### config.mk
export PLATFORM = sky130hd
export DESIGN_NAME = wb_cmd_master
export DESIGN_NICKNAME = d
export VERILOG_FILES = /design/src/rtl/wb_pkg.sv /design/src/rtl/wb_cmd_master.sv
export SDC_FILE = /design/constraint.sdc
export NUM_CORES = 1
export LEC_CHECK = 0
export ABC_AREA = 1
export CAP_MARGIN = 20
export CORE_ASPECT_RATIO = 1.25
export CORE_UTILIZATION = 46
export DETAILED_ROUTE_END_ITERATION = 8
export GPL_TIMING_DRIVEN = 0
export PLACE_DENSITY = 0.86
export SLEW_MARGIN = 20
export SYNTH_ARGS = -nofsm -noshare
export SYNTH_HDL_FRONTEND = slang
export SYNTH_SLANG_ARGS = --single-unit
export TNS_END_PERCENT = 1
### constraint.sdc
create_clock -name i_clk -period 3.2 [get_ports i_clk]
set_clock_uncertainty 0.2 [all_clocks]
set_input_delay 0.64 -clock i_clk [delete_from_list [all_inputs] [get_ports i_clk]]
set_output_delay 0.64 -clock i_clk [all_outputs]
set_load 0.1 [all_outputs]
### src/rtl/wb_pkg.sv
`default_nettype none
// +--------------------------------------------------------------------+
// | wb_pkg: shared types and widths for the Wishbone command master.   |
// | Rev 1.0                                                            |
// +--------------------------------------------------------------------+
package wb_pkg;

  typedef enum logic [1:0] {
    ST_IDLE = 2'd0,
    ST_REQ  = 2'd1,
    ST_WAIT = 2'd2,
    ST_RESP = 2'd3
  } state_t;

  localparam int WB_AW = 30;
  localparam int WB_DW = 32;
  localparam int WB_SW = 4;

endpackage
`default_nettype wire

### src/rtl/wb_cmd_master.sv
`default_nettype none
// +--------------------------------------------------------------------+
// | wb_cmd_master: single-outstanding pipelined Wishbone initiator     |
// | with valid/ready command/response streams and a bus timeout.       |
// | Rev 1.0                                                            |
// +--------------------------------------------------------------------+
module wb_cmd_master
  import wb_pkg::*;
#(
  parameter int AW      = WB_AW,
  parameter int TIMEOUT = 1023
) (
  input  logic             i_clk,
  input  logic             i_reset,
  input  logic             i_cmd_valid,
  output logic             o_cmd_ready,
  input  logic             i_cmd_we,
  input  logic [AW-1:0]    i_cmd_addr,
  input  logic [WB_DW-1:0] i_cmd_data,
  input  logic [WB_SW-1:0] i_cmd_sel,
  output logic             o_rsp_valid,
  input  logic             i_rsp_ready,
  output logic [WB_DW-1:0] o_rsp_data,
  output logic             o_rsp_err,
  output logic             o_wb_cyc,
  output logic             o_wb_stb,
  output logic             o_wb_we,
  output logic [AW-1:0]    o_wb_addr,
  output logic [WB_DW-1:0] o_wb_data,
  output logic [WB_SW-1:0] o_wb_sel,
  input  logic             i_wb_stall,
  input  logic             i_wb_ack,
  input  logic             i_wb_err,
  input  logic [WB_DW-1:0] i_wb_data,
  output logic             o_busy
);

  localparam int             c_tw        = (TIMEOUT > 0) ? $clog2(TIMEOUT + 1) : 1;
  localparam logic [c_tw-1:0] c_timer_max = {c_tw{1'b1}};
  localparam logic [c_tw-1:0] c_timeout   = c_tw'(TIMEOUT);

  state_t             state_q, state_d;
  logic               cyc_q, cyc_d;
  logic               stb_q, stb_d;
  logic               we_q, we_d;
  logic [AW-1:0]      addr_q, addr_d;
  logic [WB_DW-1:0]   wdata_q, wdata_d;
  logic [WB_SW-1:0]   sel_q, sel_d;
  logic               rsp_valid_q, rsp_valid_d;
  logic [WB_DW-1:0]   rsp_data_q, rsp_data_d;
  logic               rsp_err_q, rsp_err_d;
  logic               cmd_ready_q, cmd_ready_d;
  logic               busy_q, busy_d;
  logic [c_tw-1:0]    timer_q, timer_d;

  logic [c_tw-1:0]    w_timer_inc;
  logic               w_expired;

  // Timer value including the current cycle; expiry fires in the TIMEOUT-th bus cycle.
  assign w_timer_inc = (timer_q == c_timer_max) ? timer_q : timer_q + 1'b1;
  assign w_expired   = (TIMEOUT != 0) && (w_timer_inc == c_timeout);

  always_comb begin
    state_d     = state_q;
    cyc_d       = cyc_q;
    stb_d       = stb_q;
    we_d        = we_q;
    addr_d      = addr_q;
    wdata_d     = wdata_q;
    sel_d       = sel_q;
    rsp_valid_d = rsp_valid_q;
    rsp_data_d  = rsp_data_q;
    rsp_err_d   = rsp_err_q;
    timer_d     = timer_q;

    case (state_q)
      ST_IDLE: begin
        if (i_cmd_valid && cmd_ready_q) begin
          state_d = ST_REQ;
          cyc_d   = 1'b1;
          stb_d   = 1'b1;
          we_d    = i_cmd_we;
          addr_d  = i_cmd_addr;
          wdata_d = i_cmd_data;
          sel_d   = i_cmd_sel;
          timer_d = '0;
        end
      end
      ST_REQ, ST_WAIT: begin
        timer_d = w_timer_inc;
        if (i_wb_err || i_wb_ack) begin
          // err wins over ack; writes and errors never return bus data
          state_d     = ST_RESP;
          cyc_d       = 1'b0;
          stb_d       = 1'b0;
          rsp_valid_d = 1'b1;
          rsp_err_d   = i_wb_err;
          rsp_data_d  = (!i_wb_err && !we_q) ? i_wb_data : '0;
        end else if (w_expired) begin
          state_d     = ST_RESP;
          cyc_d       = 1'b0;
          stb_d       = 1'b0;
          rsp_valid_d = 1'b1;
          rsp_err_d   = 1'b1;
          rsp_data_d  = '0;
        end else if (state_q == ST_REQ && !i_wb_stall) begin
          state_d = ST_WAIT;
          stb_d   = 1'b0;
        end
      end
      ST_RESP: begin
        if (i_rsp_ready) begin
          state_d     = ST_IDLE;
          rsp_valid_d = 1'b0;
          rsp_data_d  = '0;
          rsp_err_d   = 1'b0;
        end
      end
      default: state_d = ST_IDLE;
    endcase

    cmd_ready_d = (state_d == ST_IDLE);
    busy_d      = (state_d != ST_IDLE);
  end

  always_ff @(posedge i_clk) begin
    if (i_reset) begin
      state_q     <= ST_IDLE;
      cyc_q       <= 1'b0;
      stb_q       <= 1'b0;
      we_q        <= 1'b0;
      addr_q      <= '0;
      wdata_q     <= '0;
      sel_q       <= '0;
      rsp_valid_q <= 1'b0;
      rsp_data_q  <= '0;
      rsp_err_q   <= 1'b0;
      cmd_ready_q <= 1'b1;
      busy_q      <= 1'b0;
      timer_q     <= '0;
    end else begin
      state_q     <= state_d;
      cyc_q       <= cyc_d;
      stb_q       <= stb_d;
      we_q        <= we_d;
      addr_q      <= addr_d;
      wdata_q     <= wdata_d;
      sel_q       <= sel_d;
      rsp_valid_q <= rsp_valid_d;
      rsp_data_q  <= rsp_data_d;
      rsp_err_q   <= rsp_err_d;
      cmd_ready_q <= cmd_ready_d;
      busy_q      <= busy_d;
      timer_q     <= timer_d;
    end
  end

  assign o_cmd_ready = cmd_ready_q;
  assign o_rsp_valid = rsp_valid_q;
  assign o_rsp_data  = rsp_data_q;
  assign o_rsp_err   = rsp_err_q;
  assign o_wb_cyc    = cyc_q;
  assign o_wb_stb    = stb_q;
  assign o_wb_we     = we_q;
  assign o_wb_addr   = addr_q;
  assign o_wb_data   = wdata_q;
  assign o_wb_sel    = sel_q;
  assign o_busy      = busy_q;

endmodule
`default_nettype wire

# Yosys cells after proc, flatten, opt, wreduce, memory -nomap -nowiden
# Cells that the tools add are included.
# totals
word_cells	69
memories	0
in_bits	106
reg_bits	117
ram_bits	0
latchBits	0
romBits	0
# classes
add_sub_neg	1
order_cmp	0
eq_ne	9
div	0
n_mul	0
n_shift	0
n_reduce_logical	18
bitwise	0
muxes	28
# ops
cell	n
$mux W32	4
$pmux W32 S2	1
$eq A10 B10 Y1 const B	2
$mux W10	2
$pmux W10 S2	1
$add A10 B1 Y10 const B	1
$mux W1	10
$mux W2	5
$reduce_and A3 Y1	3
$pmux W1 S2	4
$pmux W2 S3	1
$reduce_bool A2 Y1	3
$eq A2 B2 Y1 const B	2
$logic_not A2 Y1	2
$ne A2 B2 Y1 const B	2
$ne A4 B4 Y1 const B	1
$reduce_and A2 Y1	2
$logic_and A1 B1 Y1	3
$logic_not A1 Y1	3
$ne A3 B3 Y1 const B	1
$eq A2 B1 Y1 const B	1
$reduce_or A2 Y1	1
$logic_or A1 B1 Y1	1

# Depth between registers and ports, before layout
# logic_depth
depth_word	7
mapped_depth	16
mapped_depth_nobuf	16

# Worst setup path before layout
# OpenSTA, ideal clock, no wires.
# synth_timing
kind	register to register
from	reg cmd_ready_q (netlist: o_cmd_ready)
to	reg wdata_q[0] (netlist: o_wb_data[0])
path_stages_with_launch	7
period_less_slack_ns	2.366
t_required_ns	2.930
arrival_ns	2.096
setup_time_ns	0.070
setup_slack_ns	0.834
cell_sequence	dfxtp_1 > nand2_1 > inv_1 > clkbuf_1 > clkbuf_1 > nand3_1 > a21oi_1
# synth_via
elab_chain_cells	2
# synth_rtl
element	line	source
start: declaration	wb_cmd_master.sv:52	logic cmd_ready_q, cmd_ready_d;
start signal: assignment	wb_cmd_master.sv:152	cmd_ready_q <= cmd_ready_d;
$logic_and A1 B1 Y1	wb_cmd_master.sv:78	if (i_cmd_valid && cmd_ready_q) begin
$reduce_and A2 Y1 (no source line)	--	
end signal: assignment	wb_cmd_master.sv:147	wdata_q <= wdata_d;
end: declaration	wb_cmd_master.sv:47	logic [WB_DW-1:0] wdata_q, wdata_d;
# No other way between the ends.
# A chain may end at the register's enable or synchronous reset.

# Worst setup path after layout
# layout_timing
from	reg wdata_q[31] (netlist: o_wb_data[31])
to	out o_wb_data[31]
# layout_lines
element	line	source
end: declaration	wb_cmd_master.sv:29	output logic [WB_DW-1:0] o_wb_data,
# No word-level cell between the ends.

==> run_results.csv <==
group,metric,value,unit
route,wl_per_cell,16.07,microns
run_status,status,"finished, final reports clean",
floorplan,die-area,0.01102,sq mm
logic_synthesis,ys_ff_latch,117,
setup_path,r2r_setup_slack,0.70,ns
finish,num-nets-final,961,
setup_path,required,2.36,ns
logic_synthesis,netlist_instances,622,
global_routing,grt_pass1_wl,24510,microns
placement,gp_congestion,0.9429,
setup_path,critPathLaunch,"o_wb_data[31]$_SDFFE_PP0P_",
route,viasPerCell,5.379,
run,drv_cap,0,
setup_path,path_cells,"clkdlybuf4s50_1",
power_and_ir_drop,peakVddDrop,0.5340,mV
logic_synthesis,ys_types,37,
sta,period_share,87.10,%
logic_synthesis,yosysMostFrequentCell,"nand2_1",
placement,port_buffers,209,
logic_synthesis,synth.top_cells.by_count,"nand2_1, dfxtp_1, a21oi_1",
setup_path,crit_end,"o_wb_data[31]",
global_routing,antenna_found_initial,0,
finish,seq_area,0.002342,sq mm
setup_path,ff2ff_path_depth,8,
power_and_ir_drop,cellPowerDensity,992.0,mW/mm^2
logic_synthesis,ys_warn_count,0,
sta,max_freq,358.8,MHz
finish,multi_input_area,0.002160,sq mm
clock_tree,cts_buffers,17,
setup_path,r2r_start,"state_q[0]$_SDFF_PP0_",
logic_synthesis,syn_area,0.004875,sq mm
setup_path,slowest_stage,"clkdlybuf4s50_1",
power_and_ir_drop,p_leak,2.817,nW
route,via_count,5336,
logic_synthesis,synthArstFlopShare,0,%
sta,drv_slew,0,
route,wl,15940,microns
global_routing,overflow,0,
logic_synthesis,yosysTopAreaCell,"dfxtp_1",
clock_tree,post-cts-setup-buffers,0,
setup_path,cp_top_family,"buffers and inverters",
setup_path,critical_path_arrival,1.95,ns
sta,hold_violations,0,
setup_path,path_buf_inv,1,
worst_hold_path,min_delay_path_depth,2,
clock_tree,cts.path.max_buffers,2,
global_routing,grt_pass1_vias,5246,
clock_tree,cts_tree,"done",
logic_synthesis,ys_seq_area_share,48.05,%
logic_synthesis,synth_edf_count,0,
clock_tree,ctsResizeCount,0,
setup_path,r2r_end,"o_wb_addr[29]$_SDFFE_PP0P_",
clock_tree,clkTransAtPathRegs,0.05,ns
floorplan,die_x,94.08,microns
setup_path,cp_slowest_stage_delay,1.19,ns
worst_hold_path,min_path_type,"reg -> reg",
sta,slew_headroom,30.55,%
placement,dp_hpwl,11640,microns
logic_synthesis,syn-num-nets,733,
finish,drive_above_1_share,7.764,%
floorplan,die_height,117.1,microns
setup_path,crit_path_max_fanout,2,
setup_path,path_depth,1,
clock_tree,clock_latency,0.41,ns
logic_synthesis,yosys-top-cells-area,"dfxtp_1, nand2_1, a21oi_1",
sta,worst_slew_pin_slew,1.038,ns
route,first_iter_violations,303,
finish,antenna_cells,0,
logic_synthesis,synth-main-ff-cell,"dfxtp_1",
logic_synthesis,syn_avg_cell_area,7.837,sq um
clock_tree,cts_sinks,117,
clock_tree,ctsHoldBuffers,0,
global_routing,grt_usage,28.91,%
setup_path,cp-start-kind,"register",
floorplan,initial_utilization,47.75,%
sta,tns,0,ns
logic_synthesis,synth.top_cell.area_share,48.05,%
finish,fillCellCount,736,
clock_tree,clockRootBuffer,"clkbuf_16",
route,final_antenna_net_count,0,
route,route.detailed.drc,0,
sta,whs,0.2596,ns
floorplan,coreArea,0.01021,sq mm
floorplan,pin_count,211,
floorplan,fp-row-count,41,
global_routing,grt_max_degree,17,
sta,min_period,2.787,ns
sta,postLayoutSetupSlackWorst,0.4127,ns
clock_tree,htree_levels,4,
setup_path,timing_worst_setup_path_type,"reg -> out",
route,drt_first_pass_iters,5,
finish,post-route-util,75.60,%
sta,finalSetupViolCount,0,
placement,dp_slack,0.3545,ns
finish,synthToLayoutAreaGrowth,58.32,%
setup_path,end_kind,"output port",
sta,rsz0062_at_grt,"no",
stage by stage:
stage / cells / total power [mW] / area [sq um]
floorplan: 622 / 4.780 / 4875
global placement: 960 / 5.671 / 7128
detailed placement: 960 / 5.759 / 7128
CTS: 992 / 7.659 / 7717
global route: 992 / 7.959 / 7717
finish: 992 / 7.656 / 7717
flip-flops by register name, summed over array words and instances, names as in the netlist:
register	cells
o_rsp_data	32
o_wb_data	32
o_wb_addr	30
timer_q	10
o_wb_sel	4
state_q	2
o_busy	1
o_cmd_ready	1
o_rsp_err	1
o_rsp_valid	1
o_wb_cyc	1
o_wb_stb	1
o_wb_we	1
routing by layer:
| metal | global-route usage, % | wire [microns] | up-vias |
|---|---|---|---|
| met4 | 13.95 | 466 | 0 |
| met5 | 0 | 0 | - |
| li1 | - | - | 2559 |
| met3 | 9.496 | 1426 | 35 |
| met2 | 54.16 | 8303 | 260 |
| met1 | 28.51 | 5746 | 2482 |
worst min-delay path by stage:
stage	start	to	slack [ns]
5_1_grt	o_rsp_data[25]$_SDFFE_PP0P_	o_rsp_data[25]$_SDFFE_PP0P_	0.28
3_5_place_dp	o_rsp_data[3]$_SDFFE_PP0P_	o_rsp_data[3]$_SDFFE_PP0P_	0.25
2_1_floorplan	timer_q[1]$_SDFFE_PP0P_	timer_q[1]$_SDFFE_PP0P_	0.28
6_report	o_wb_addr[22]$_SDFFE_PP0P_	o_wb_addr[22]$_SDFFE_PP0P_	0.26
3_3_place_gp	o_wb_data[16]$_SDFFE_PP0P_	o_wb_data[16]$_SDFFE_PP0P_	0.25
4_1_cts	o_rsp_data[3]$_SDFFE_PP0P_	o_rsp_data[3]$_SDFFE_PP0P_	0.26
power breakdown:
group	total, mW	internal, mW	switching [mW]
clock	1.87	1.17	0.699
combinational	3.91	0.974	2.93
sequential	1.87	1.72	0.156
logic make-up after synthesis:
kind of cell             after synthesis  share of synthesized area (%)
AND/OR/NAND/NOR                      302                          29.44
flip-flops                           117                          48.05
XOR/XNOR                               1                         0.1797
AO/OA/AOI/OAI                        125                          13.40
buffers and inverters                 72                          7.649
adder cells (fa/ha/maj)                5                          1.283
cell type report:
type | instances | area share, %
Inverter | 25 | 1.216
Clock inverter | 13 | 1.897
Timing Repair Buffer | 209 | 27.11
Tap cell | 129 | 2.091
Buffer | 47 | 3.615
Sequential cell | 117 | 30.35
Multi-Input combinational cell | 433 | 27.98
Clock buffer | 19 | 5.739
cell usage in the layout, fill, tap and decap left out, types with 11 or more instances in the layout:
cell type        instances
nand4_1                 31
clkdlybuf4s50_1        209
dfxtp_1                117
a21oi_1                113
inv_1                   22
clkbuf_1                33
nor2_1                  11
clkbuf_16               17
nand2_1                162
nand3_1                 79
No activity file was read; power rests on OpenSTA's default activity.
